--- src/rtl/pow_5_pkg.sv ---
// Shared types, defaults and round-robin pick helper for the pow_5 scheduler.
package pow_5_pkg;

  localparam int unsigned W_DEFAULT     = 8;
  localparam int unsigned N_REQ_DEFAULT = 4;
  localparam int unsigned ID_W_DEFAULT  = $clog2(N_REQ_DEFAULT);

  // Upper bound on requesters; rr_pick works on vectors of this size.
  localparam int unsigned MAX_REQ  = 16;
  localparam int unsigned MAX_ID_W = 4;
  localparam int unsigned CAND_W   = MAX_ID_W + 1;

  // One pipeline stage record for the default configuration.
  typedef struct packed {
    logic                    vld;
    logic [W_DEFAULT-1:0]    arg;
    logic [W_DEFAULT-1:0]    acc;
    logic [ID_W_DEFAULT-1:0] id;
  } stage_t;

  // Result of a round-robin search.
  typedef struct packed {
    logic                found;
    logic [MAX_ID_W-1:0] idx;
  } pick_t;

  // First set bit of vld_vec searching ptr, ptr+1, ... modulo n.
  function automatic pick_t rr_pick(input logic [MAX_REQ-1:0]  vld_vec,
                                    input logic [MAX_ID_W-1:0] ptr,
                                    input int unsigned         n);
    pick_t             p;
    logic [CAND_W-1:0] cand;
    p = '0;
    for (int unsigned k = 0; k < MAX_REQ; k++) begin
      cand = CAND_W'(ptr) + CAND_W'(k);
      if (cand >= CAND_W'(n)) cand = cand - CAND_W'(n);
      if (!p.found && (k < n) && vld_vec[cand[MAX_ID_W-1:0]]) begin
        p.found = 1'b1;
        p.idx   = cand[MAX_ID_W-1:0];
      end
    end
    return p;
  endfunction

endpackage

--- src/rtl/pow_5_tag_pipe.sv ---
// Five-stage tagged x^5 datapath; all stages advance together under en.
module pow_5_tag_pipe
  import pow_5_pkg::*;
#(
  parameter int unsigned W    = W_DEFAULT,
  parameter int unsigned ID_W = ID_W_DEFAULT
) (
  input  logic            clk,
  input  logic            rst_n,
  input  logic            en,
  input  logic            ld_vld,
  input  logic [W-1:0]    ld_arg,
  input  logic [ID_W-1:0] ld_id,
  output logic            out_vld,
  output logic [W-1:0]    out_acc,
  output logic [ID_W-1:0] out_id
);

  // S1..S4 carry the argument; S5 only needs the finished product.
  localparam int unsigned N_MID = 4;

  typedef struct packed {
    logic            vld;
    logic [W-1:0]    arg;
    logic [W-1:0]    acc;
    logic [ID_W-1:0] id;
  } tag_stage_t;

  tag_stage_t stg [N_MID];

  // Shift the pipe one step per enabled cycle, multiplying acc by arg each step.
  always_ff @(posedge clk or posedge rst_n) begin
    if (rst_n) begin
      for (int j = 0; j < N_MID; j++) stg[j] <= '0;
      out_vld <= 1'b0;
      out_acc <= '0;
      out_id  <= '0;
    end else if (en) begin
      stg[0] <= '{vld: ld_vld, arg: ld_arg, acc: ld_arg, id: ld_id};
      for (int j = 1; j < N_MID; j++) begin
        stg[j].vld <= stg[j-1].vld;
        stg[j].arg <= stg[j-1].arg;
        stg[j].acc <= W'(stg[j-1].acc * stg[j-1].arg);
        stg[j].id  <= stg[j-1].id;
      end
      out_vld <= stg[N_MID-1].vld;
      out_acc <= W'(stg[N_MID-1].acc * stg[N_MID-1].arg);
      out_id  <= stg[N_MID-1].id;
    end
  end

endmodule

--- src/rtl/pow_5_rr_sched.sv ---
// Round-robin front end sharing one pow_5 pipeline among N_REQ requesters.
module pow_5_rr_sched
  import pow_5_pkg::*;
#(
  parameter  int unsigned W     = W_DEFAULT,
  parameter  int unsigned N_REQ = N_REQ_DEFAULT,
  localparam int unsigned ID_W  = $clog2(N_REQ)
) (
  input  logic               clk,
  input  logic               rst_n,
  input  logic [N_REQ-1:0]   req_vld,
  input  logic [N_REQ*W-1:0] req_arg,
  output logic [N_REQ-1:0]   req_rdy,
  output logic               res_vld,
  output logic [W-1:0]       res,
  output logic [ID_W-1:0]    res_id,
  input  logic               res_rdy
);

  logic [ID_W-1:0] ptr;
  logic            en_c;
  logic            acc_c;
  pick_t           pick_c;
  logic [ID_W-1:0] sel_id_c;
  logic [W-1:0]    sel_arg_c;

  // Pipeline advances unless a result is waiting on a stalled consumer.
  assign en_c = !res_vld || res_rdy;

  // Pick the next requester from ptr, raise its ready and mux its argument.
  always_comb begin
    req_rdy   = '0;
    sel_arg_c = '0;
    pick_c    = rr_pick(MAX_REQ'(req_vld), MAX_ID_W'(ptr), N_REQ);
    sel_id_c  = ID_W'(pick_c.idx);
    acc_c     = pick_c.found && en_c && !rst_n;
    for (int unsigned i = 0; i < N_REQ; i++) begin
      if (ID_W'(i) == sel_id_c) begin
        sel_arg_c  = req_arg[i*W +: W];
        req_rdy[i] = acc_c;
      end
    end
  end

  // Move the search start just past the requester that was served.
  always_ff @(posedge clk or posedge rst_n) begin
    if (rst_n) begin
      ptr <= '0;
    end else if (acc_c) begin
      ptr <= (sel_id_c == ID_W'(N_REQ - 1)) ? '0 : sel_id_c + ID_W'(1);
    end
  end

  pow_5_tag_pipe #(
    .W    (W),
    .ID_W (ID_W)
  ) u_pipe (
    .clk     (clk),
    .rst_n   (rst_n),
    .en      (en_c),
    .ld_vld  (acc_c),
    .ld_arg  (sel_arg_c),
    .ld_id   (sel_id_c),
    .out_vld (res_vld),
    .out_acc (res),
    .out_id  (res_id)
  );

endmodule

--- config.mk ---
export PLATFORM = sky130hd
export DESIGN_NAME = pow_5_rr_sched
export DESIGN_NICKNAME = d
export VERILOG_FILES = /design/src/rtl/pow_5_pkg.sv /design/src/rtl/pow_5_tag_pipe.sv /design/src/rtl/pow_5_rr_sched.sv
export SDC_FILE = /design/constraint.sdc
export NUM_CORES = 1
export LEC_CHECK = 0
export CAP_MARGIN = 20
export CORE_UTILIZATION = 55
export DETAILED_ROUTE_END_ITERATION = 6
export PLACE_DENSITY = 0.74
export SLEW_MARGIN = 20
export SYNTH_ARGS = -nofsm -noshare
export SYNTH_HDL_FRONTEND = slang
export SYNTH_SLANG_ARGS = --single-unit
--- constraint.sdc ---
create_clock -name clk -period 9.2 [get_ports clk]
set_input_delay 2.76 -clock clk [delete_from_list [all_inputs] [get_ports clk]]
set_output_delay 2.76 -clock clk [all_outputs]
set_load 0.05 [all_outputs]
---- After elaboration in Yosys (flattened, before gate mapping) ----
Cells that the tools add are included.
operators by class
  reduce and logical (&&, ||, !) cells .... 12
  multipliers ............................. 4
  add/sub/neg operators ................... 8
  equal/unequal tests ..................... 4
  order comparisons ....................... 8
  muxes and demuxes ....................... 25
operators by type and width
  kind                 number
  $mul 8x8->8          4
  $mux 8               4
  $lt 4x5->1 const B   4
  $mux 5               4
  $bmux 1 s4           4
  $mux 4               4
  $sub 3x3->4 const B  3
  $ge 3x3->1 const B   3
  $mux 1               8
  $add 2x2->3 const B  2
  $logic_and 1x1->1    5
  $logic_not 1->1      5
  $eq 2x2->1 const A   2
  $sub 2x3->4 const B  1
  $add 2x1->3 const B  1
  $ge 2x3->1 const B   1
  $add 2x1->2 const B  1
  $eq 1x2->1 const A   1
  $eq 2x2->1 const B   1
  $logic_not 2->1      1
  $mux 2               1
  $logic_or 1x1->1     1
word-level totals
  register bits after elaboration ......... 81
  output and inout port bits .............. 15
  bits of input ports ..................... 39

---- Logic depth before layout (Yosys ltp) ----
Gate-level depths: netlist (run 1).
  depth in word-level cells ............... 19
  mapped depth ............................ 16
  mapped depth without buffers ............ 15

---- Modules after synthesis ----
Synthesis (run 1) repeated with hierarchy kept, for this count alone.
second synthesis, totals
  cell total of the unflattened synthesis .. 649
  area, all modules ....................... 6643.9 um^2
modules (own cells, without submodules)
  module          sequential area each (um^2)  cells an instance  instances  area each (um^2)
  pow_5_tag_pipe  1876.8                       535                1          5875.6
  pow_5_rr_sched  50.0                         114                1          768.2

---- Worst setup path after synthesis (run 1) ----
Ideal clock, no wire load.
  path kind ............................... input to output
  from .................................... input port req_vld[2]
  to ...................................... output port req_rdy[3]
  path buffers ............................ 2
  data required time ...................... 6.440 ns
  cell stages on the path ................. 9
  path slack .............................. 1.396 ns
  data arrival time ....................... 5.044 ns
  path through ............................ mux2_2 > and3_1 > nor4b_1 > or3_1 > and2_1 > ha_1 > clkbuf_1 > clkbuf_1 > and2_1
RTL lines
  element          RTL line              text
  start, declared  pow_5_rr_sched.sv:11  input logic [N_REQ-1:0] req_vld,
  end, declared    pow_5_rr_sched.sv:13  output logic [N_REQ-1:0] req_rdy,

==> results of run 1 <==
cells in the mapped netlist, drive strengths merged, types with 11 or more instances:
library cell	count	area share, %
a21oi	27	2.1
and2	63	6.0
clkbuf	25	1.6
dfrtp	77	29
fa	41	12
ha	70	13
inv	81	4.6
nand2	211	12
nor2b	11	1.0
o21ai	16	1.2
xnor2	27	3.6
xor2	19	2.5
through the flow:
step                      power [mW]  utilization, %  hold slack (ps)  instances  cell area [µm²]
after global routing            3.35            65.2              489        936             7510
after detailed placement        2.68            62.7              455        920             7220
after floorplan                 2.24               -              430        747             6580
after global placement          2.59            62.7              445        920             7220
after CTS                       3.04            65.2              470        936             7510
final                           3.00            65.2              466        936             7510
power breakdown:
part           switching, mW  internal (mW)
registers              0.203          0.513
logic                   1.03          0.910
clock network          0.142          0.200
tightest hold or removal path: stages, from the launching register on:
cell and delay (ps):
dfrtp_1 340, nand2_1 50, nand2_1 50
layout make-up:
cell class,count,area [µm²]
clock buffers,11,253
clock inverters,5,42.5
fillers,954,4000
inverters,81,304
multi-input cells,562,4250
flip-flops and latches,77,1930
well taps,143,179
repair buffers,57,561
final timing paths:
check / start / to / slack (ps) / depth (start not counted)
min: u_pipe.out_acc[0] / u_pipe.out_acc[0] / 470 / 2
max in group asynchronous: rst_n / u_pipe.stg[53] / 5430 / 3
min reg2reg: u_pipe.out_acc[0] / u_pipe.out_acc[0] / 470 / 2
max: req_vld[2] / req_rdy[2] / 330 / 9
max reg2reg: u_pipe.stg[21] / u_pipe.stg[9] / 5100 / 13
min in group asynchronous: rst_n / ptr[0] / 2670 / 2
per-layer routing:
layer	wire, µm	up-vias	track usage (%)	share of wire, %
li1	-	2432	-	-
met1	5610	2330	28.1	45
met2	6420	85	40.4	51
met3	395	18	3.27	3.1
met4	153	0	5.32	1.2
met5	0	-	0	0
logic make-up after synthesis:
group | after synthesis
AND/OR/NAND/NOR | 316
adder cells (fa/ha/maj) | 111
buffers and inverters | 108
flip-flops | 77
AO/OA/AOI/OAI | 71
XOR/XNOR | 52
multiplexers | 9
other | 1
flip-flops by register name, indices dropped and copies added, names as in the netlist:
signal and cells:
u_pipe.out_vld 1, u_pipe.stg 64, ptr 2, u_pipe.out_acc 8, u_pipe.out_id 2
placed cells by master, fill, tap and decap left out, drive strengths merged, types with 2 or more instances in the layout:
cell	count
fa	41
or3	2
mux2	4
and2	63
conb	3
clkinv	3
clkbuf	11
o41ai	2
xnor2	27
nor3	9
nor2b	11
and3	2
a21o	9
a21oi	27
nand3b	2
nor2	10
a221oi	7
clkdlybuf4s50	53
xor2	19
mux4	3
nand2	211
inv	82
dfrtp	77
buf	4
o21ai	16
nand2b	2
xnor3	6
nand3	2
ha	70
mux2i	2
==> metrics.cfg, run 1 <==
[routing]
drt-wirelength-per-cell_um = 13.4
first_iter_violations = 244
drc = 2
first_pass_iters = 7
vias_per_cell = 5.20
ant_nets = 0
num_vias = 4865
wirelength_um = 12600

[job]
maxCapViolations = 0

[cts]
postCtsSetupBuffers = 0
numCtsBuffers = 9
cts_buffer_depth = 2
clk_pin_slew_ps = 60
root_buffer = clkbuf_16
hold_buffers = 0
numClockSinks = 77
cts_htree_levels = 3
insertion_delay_ps = 340
cts_tree = yes
cts_resized = 0

[synth]
syn_area_per_cell_um2 = 8.83
syn_area_um2 = 6580
synthAdderAreaFrac_pct = 25.8
seq_area_frac_synth_pct = 29.3
ys_warn_count = 0
ys_seq_elements = 77
synth_edf_count = 0
yosys.area_share.simple_pct = 21.6
synthArstFlopShare_pct = 100
synth-xor-area-share_pct = 8.18
syn_inst = 745
synth_cell_types = 43
ys.flop_type = dfrtp_1
muxShareOfSynthArea_pct = 2.07
synth_top_family_by_area = adder cells
synth-compound-area-share_pct = 6.70

[sta]
setup_viol = 0
tns_ps = 0
skew_ps = 9.62
setup_ws_ps = 331
timing.fmax_mhz = 113
slew-limit-headroom_pct = 42.4
drv_slew = 0
rsz0062_at_grt = no
timing.final.crit_share_pct = 96.4
worst-slew-pin-transition_ps = 865
finalHoldViolCount = 0
min_period_ps = 8870

[setup_path]
worstSetupStartpointType = input pin
crit_chain = clkdlybuf4s50_1 > mux4_2 > a21boi_1 > nor4b_1 > or3_1 > and2_1 > ha_1 > and2_1 > clkdlybuf4s50_1
critical_path_buf_inv_count = 2
path_class = in2out
slowest_stage = clkdlybuf4s50_1
max_stage_delay_ps = 800
cp-end-kind = primary output
arrival_ps = 6110
critPathTopFamily = buffers and inverters
cp_max_fo = 17
cp.required_ps = 6440

[die]
fp.dieArea_um2 = 12400
core_um2 = 11500
die_h_um = 111
die-width_um = 111
num_io_pins = 54
rows = 39
start_util_pct = 57.1

[worst_hold_path]
hold_path.class = reg2reg

[placed_design]
dp_hpwl_um = 9600
io_buffers = 53
dp_slack_ps = 373
gp_congestion = 0.895

[power]
p_leak_nw = 3.85
ir_drop_mv = 0.333
power_density_nw_per_um2 = 399

[layout]
diodes = 0
num-nets-final = 938
syn2layout_area_growth_pct = 14.3
layout-drive-gt1-share_pct = 3.91

[global_routing]
grt_pass1_wl_um = 22600
antenna_found_initial = 0
grt_pass1_vias = 5020
grt.overflow.total = 0
grt_start_max_net_pins = 84
grt_usage_pct = 22.3

[status]
status = complete, but fails checks
violations = DRC

Power figures use the tool's default switching activity.
==> inputs of run 2 (changes only) <==
--- a/config.mk
+++ b/config.mk
@@ -5,7 +5,9 @@
 export SDC_FILE = /design/constraint.sdc
 export NUM_CORES = 1
 export LEC_CHECK = 0
+export ABC_AREA = 1
 export CAP_MARGIN = 20
+export CORE_ASPECT_RATIO = 1.2
 export CORE_UTILIZATION = 55
 export DETAILED_ROUTE_END_ITERATION = 6
 export PLACE_DENSITY = 0.74
==> constraint.sdc (replaced) <==
create_clock -name clk -period 10.6 [get_ports clk]
set_input_delay 3.18 -clock clk [delete_from_list [all_inputs] [get_ports clk]]
set_output_delay 3.18 -clock clk [all_outputs]
set_load 0.05 [all_outputs]
==> run 2 against run 1 <==
Compared with the run above: the flow now finishes without violations; synthesized cell count grew 30%; sequential share of layout area shrank 1.3 points; utilization down 0.56 points; setup slack better by 970 ps; die area grew 6.2%; global-route usage up 1.1 points; routed wire length rose by 9.3%; non-clock buffer count decreased by 1.
==> metrics.cfg, run 2 <==
[synth]
syn_area_um2 = 6990  ; +6.3%
synth_area_leaders = dfrtp_1 (28%), nand2_1 (20%), ha_1 (13%)
synth_edf_count = 0  ; unchanged
ys.flop_type = dfrtp_1
seq_area_frac_synth_pct = 27.6  ; -1.7 points
syn_inst = 965  ; +30%
ys_warn_count = 0  ; unchanged
synth_top_area_share_pct = 27.6  ; -1.7 points
yosysTopAreaCell = dfrtp_1
synthArstFlopShare_pct = 100  ; unchanged
synth_cell_types = 37  ; -14%
synth_most_common_cell = nand2_1
synth_commonest_cells = nand2_1 (377), inv_1 (177), dfrtp_1 (77)
syn_area_per_cell_um2 = 7.24  ; -18%
ys_seq_elements = 77  ; unchanged

[routing]
wirelength_um = 13800  ; +9.3%
drc = 0  ; -2
first_pass_iters = 5  ; -2
num_vias = 5739  ; +18%
first_iter_violations = 252  ; +3.3%
vias_per_cell = 4.91  ; -5.5%
ant_nets = 0  ; unchanged
drt-wirelength-per-cell_um = 11.8  ; -12%

[layout]
layout-drive-gt1-share_pct = 4.67  ; +0.76 points
final_common_cell = nand2_1
top_register = u_pipe.stg
largest_reg_flops = 64  ; unchanged
mostFrequentLayoutCells = nand2_1 (377), inv_1 (176), dfrtp_1 (77)
diodes = 0  ; unchanged
fillers = 1121  ; +18%
syn2layout_area_growth_pct = 13.1
largestRegisters = u_pipe.stg: 64 flops, u_pipe.out_acc: 8 flops
num-nets-final = 1152  ; +23%

[global_routing]
grt_start_max_net_pins = 85  ; +1.2%
grt_usage_pct = 23.4  ; +1.1 points
grt_pass1_wl_um = 25000  ; +11%
antenna_found_initial = 0  ; unchanged
grt_pass1_vias = 5650  ; +13%
grt.overflow.total = 0  ; unchanged

[setup_path]
cp_max_fo = 9  ; -8
max_stage_delay_ps = 810  ; about the same
path_class = in2out
worstSetupStartpointType = input pin
cp-end-kind = primary output
critical_path_buf_inv_count = 5  ; +3
cp.required_ps = 7420  ; +980 ps
crit_chain = clkdlybuf4s50_1 > nand2_1 > nand3_2 > nand3_2 > inv_1 > nor2_4 > nand3_1 > nand3_1 > nand2_1 > inv_1 > ha_1 > clkinv_1 > nor2_1 > clkdlybuf4s50_1
slowest_stage = clkdlybuf4s50_1
arrival_ps = 6120  ; about the same
critPathTopFamily = buffers and inverters

[cts]
hold_buffers = 0  ; unchanged
postCtsSetupBuffers = 0  ; unchanged
cts_resized = 0  ; unchanged
clk_pin_slew_ps = 60  ; about the same
numCtsBuffers = 9  ; unchanged
cts_htree_levels = 3  ; unchanged
root_buffer = clkbuf_16
numClockSinks = 77  ; unchanged
insertion_delay_ps = 340  ; about the same
cts_tree = yes
cts_buffer_depth = 2  ; unchanged

[sta]
drv_slew = 0  ; unchanged
tns_ps = 0  ; unchanged
worst-slew-pin-transition_ps = 932  ; +67.6 ps
rsz0062_at_grt = no
slew-limit-headroom_pct = 37.9  ; -4.5 points
min_period_ps = 9300
skew_ps = 7.37  ; -2.25 ps
setup_viol = 0  ; unchanged
finalHoldViolCount = 0  ; unchanged
timing.final.crit_share_pct = 87.7
timing.fmax_mhz = 108

[placed_design]
io_buffers = 53  ; unchanged
gp_congestion = 0.867  ; -3.1%
dp_hpwl_um = 10300  ; +7.5%

[die]
die-width_um = 105  ; -5.8%
core_um2 = 12200  ; +6.1%
num_io_pins = 54  ; unchanged
rows = 44  ; +13%
die_h_um = 125  ; +13%
start_util_pct = 57.2  ; +0.081 points
fp.dieArea_um2 = 13200  ; +6.2%

[job]
maxCapViolations = 0  ; unchanged

[status]
status = finished clean

[worst_hold_path]
hold_path.class = reg2reg

[run 2: changes by cell type in the layout (fill, tap and decap cells not counted), sizes merged, moves of 5 or more]
cell / previous run / this run
o211ai: 1 / 8
nand2: 211 / 388
nor2b: 11 / 0
nand3: 2 / 39
inv: 82 / 181
a21o: 9 / 2
nor3: 9 / 1
xnor2: 27 / 16
a221oi: 7 / 0
and2: 63 / 0
nor2: 10 / 23
xnor3: 6 / 0
or2: 0 / 5
[run 2: metal layers]
layer | vias up | track usage, % | part of all wire, %
met2 | 97 | 42.5 | 51
met4 | 0 | 6.88 | 2.0
met5 | - | 0 | 0
met3 | 22 | 4.17 | 3.8
li1 | 2974 | - | -
met1 | 2646 | 28.0 | 43
[run 2: final timing paths]
kind | startpoint | slack (ps) | to | depth (start not counted)
min in group asynchronous | rst_n | 3020 | ptr[1] | 2
max in group asynchronous | rst_n | 6470 | u_pipe.stg[45] | 3
setup / recovery | req_vld[2] | 1300 | req_rdy[3] | 14
setup reg to reg | u_pipe.stg[22] | 6530 | u_pipe.stg[9] | 21
hold reg to reg | u_pipe.stg[18] | 450 | u_pipe.out_vld | 2
hold / removal | u_pipe.stg[18] | 450 | u_pipe.out_vld | 2
[run 2: through the flow]
stage / utilization, % / hold slack, ps / setup WS, ps / std cells / instance area [µm²]
floorplan: - / 420 / 1460 / 967 / 7000
global placement: 62.4 / 433 / 1340 / 1152 / 7630
detailed placement: 62.4 / 435 / 1310 / 1152 / 7630
CTS: 64.7 / 451 / 1290 / 1168 / 7910
global route: 64.7 / 477 / 1020 / 1168 / 7910
finish: 64.7 / 450 / 1300 / 1168 / 7910
[run 2: final cells by class]
class	count	area, µm²	area share, %
Timing Repair Buffer	56	553	7.00
Sequential cell	77	1930	24.4
Clock inverter	6	47.5	0.601
Tap cell	161	201	2.55
Multi-Input combinational cell	675	4260	53.9
Clock buffer	10	229	2.90
Inverter	183	688	8.71
[run 2: kinds of logic (layout without fill, tap and decap cells)]
kind of cell	count (synthesis)	count (layout)	share of synthesized area, %
and+or+nand+nor	462	462	26.9
buffers and inverters	215	255	11.7
adders and majority gates	111	111	24.3
DFF	77	77	27.6
AOI/OAI and AO/OA	68	68	5.60
xor gates and xnor gates	31	31	3.88
other	1	3	0.0537
[run 2: worst reg2reg max path: cells and delay by family (launching register included)]
family | cells | cell delay, ps
adder cells (fa/ha/maj) | 5 | 2340
AND/OR/NAND/NOR | 10 | 670
flip-flops | 1 | 510
buffers and inverters | 5 | 240
AO/OA/AOI/OAI | 1 | 210
Power of run 2 is not shown: default switching activity piles up to over one toggle a cycle in this logic, so the estimate is an artifact.
==> inputs of run 3 (changes only) <==
==> constraint.sdc (replaced) <==
create_clock -name clk -period 9.25 [get_ports clk]
set_input_delay 1.85 -clock clk [delete_from_list [all_inputs] [get_ports clk]]
set_output_delay 1.85 -clock clk [all_outputs]
set_load 0.05 [all_outputs]
==> run 3 against run 2 <==
Compared with the run above: design area increased by 0.63%; utilization increased by 0.41 points; clock-buffer cell count increased by 1; critical path type unchanged; critical endpoint unchanged.
==> metrics.cfg, run 3 (synthesis gave the netlist of run 2 again) <==
[global_routing]
grt_usage_pct = 22.9  ; -0.43 points
grt_start_max_net_pins = 86  ; +1.2%
grt.overflow.total = 0  ; unchanged
antenna_found_initial = 0  ; unchanged
grt_pass1_wl_um = 24700  ; -0.99%
grt_pass1_vias = 5638  ; -0.21%

[cts]
root_buffer = clkbuf_16
numClockSinks = 77  ; unchanged
cts_htree_levels = 3  ; unchanged
insertion_delay_ps = 330  ; about the same
cts_resized = 0  ; unchanged
cts_tree = yes
clk_pin_slew_ps = 60  ; about the same
numCtsBuffers = 9  ; unchanged
cts_buffer_depth = 2  ; unchanged
hold_buffers = 0  ; unchanged
postCtsSetupBuffers = 0  ; unchanged

[die]
rows = 44  ; unchanged
fp.dieArea_um2 = 13200  ; unchanged
core_um2 = 12200  ; unchanged
num_io_pins = 54  ; unchanged
start_util_pct = 57.2  ; unchanged
die_h_um = 125  ; unchanged
die-width_um = 105  ; unchanged

[setup_path]
cp.required_ps = 7400  ; -20 ps
cp_max_fo = 9  ; unchanged
path_class = in2out
cp-end-kind = primary output
worstSetupStartpointType = input pin
arrival_ps = 4780  ; -1340 ps

[layout]
mostFrequentLayoutCells = nand2_1 (377), inv_1 (176), dfrtp_1 (77)
num-nets-final = 1152  ; unchanged
largestRegisters = u_pipe.stg: 64 flops, u_pipe.out_acc: 8 flops
largest_reg_flops = 64  ; unchanged
final_common_cell = nand2_1
layout-drive-gt1-share_pct = 4.67  ; unchanged
fillers = 1080  ; -3.7%
syn2layout_area_growth_pct = 13.8
top_register = u_pipe.stg
diodes = 0  ; unchanged

[job]
maxCapViolations = 0  ; unchanged

[routing]
drc = 0  ; unchanged
wirelength_um = 13800  ; +0.36%
vias_per_cell = 4.88  ; -0.66%
num_vias = 5701  ; -0.66%
first_iter_violations = 287  ; +14%
ant_nets = 0  ; unchanged
drt-wirelength-per-cell_um = 11.8  ; +0.36%
first_pass_iters = 4  ; -1

[worst_hold_path]
hold_path.class = reg2reg

[sta]
finalHoldViolCount = 0  ; unchanged
setup_viol = 0  ; unchanged
drv_slew = 0  ; unchanged
timing.fmax_mhz = 151
timing.final.crit_share_pct = 71.7
rsz0062_at_grt = no
worst-slew-pin-transition_ps = 978  ; +45.9 ps
tns_ps = 0  ; unchanged
skew_ps = 7.95  ; +0.589 ps
min_period_ps = 6630
slew-limit-headroom_pct = 34.8  ; -3.1 points

[placed_design]
io_buffers = 53  ; unchanged
dp_hpwl_um = 10300  ; -0.42%
gp_congestion = 0.853  ; -1.6%

[status]
status = finished clean

==> run 3: cell count changes in the layout (fill, tap and decap cells not counted) <==
cell        delta
clkbuf_8       +1
inv_6          -1
clkinvlp_4     +1
clkinv_2       -1
clkinv_4       -2
bufinv_16      +2
==> run 3: final timing paths <==
path,start,endpoint,slack (ps),cells past startpoint
setup / recovery,req_vld[0],req_rdy[3],2620,12
hold / removal,u_pipe.stg[18],u_pipe.out_vld,450,2
setup reg to reg,u_pipe.stg[22],u_pipe.stg[9],5220,21
hold reg to reg,u_pipe.stg[18],u_pipe.out_vld,450,2
max in group asynchronous,rst_n,u_pipe.stg[13],6480,3
min in group asynchronous,rst_n,u_pipe.out_id[0],2130,3
==> run 3: per-stage QoR <==
stage          hold slack, ps  cells  util, %  instance area (µm²)  worst slack, ps
6_report                  453   1168     65.1                 7960             2620
3_5_place_dp              443   1152     62.4                 7630             2620
4_1_cts                   458   1168     65.1                 7960             2600
2_1_floorplan             420    967        -                 7000             2770
5_1_grt                   479   1168     65.1                 7960             2320
3_3_place_gp              439   1152     62.4                 7630             2660
==> run 3: critical path: stages <==
cell	delay [ps]
clkdlybuf4s50_1	490
nand2_1	90
nand3_2	90
nand3_2	120
a21oi_2	170
or2_1	150
nand2_2	90
inv_1	90
ha_1	330
clkinv_1	300
nor2_1	180
clkdlybuf4s50_1	820
==> run 3: area by class of cell <==
type	count	area (µm²)	share of cell area, %
Clock inverter	5	83.8	1.05
Sequential cell	77	1930	24.2
Inverter	183	688	8.65
Timing Repair Buffer	56	553	6.95
Tap cell	161	201	2.53
Clock buffer	11	243	3.05
Multi-Input combinational cell	675	4260	53.5
==> run 3: metal layers <==
layer	vias to the layer above	GRT usage [%]	wire length (µm)
met1	2640	27.0	5980
met3	12	3.60	426
met4	0	5.30	155
met2	80	43.4	7240
met5	-	0	0
li1	2969	-	-
Power of run 3 is left out for the same reason.
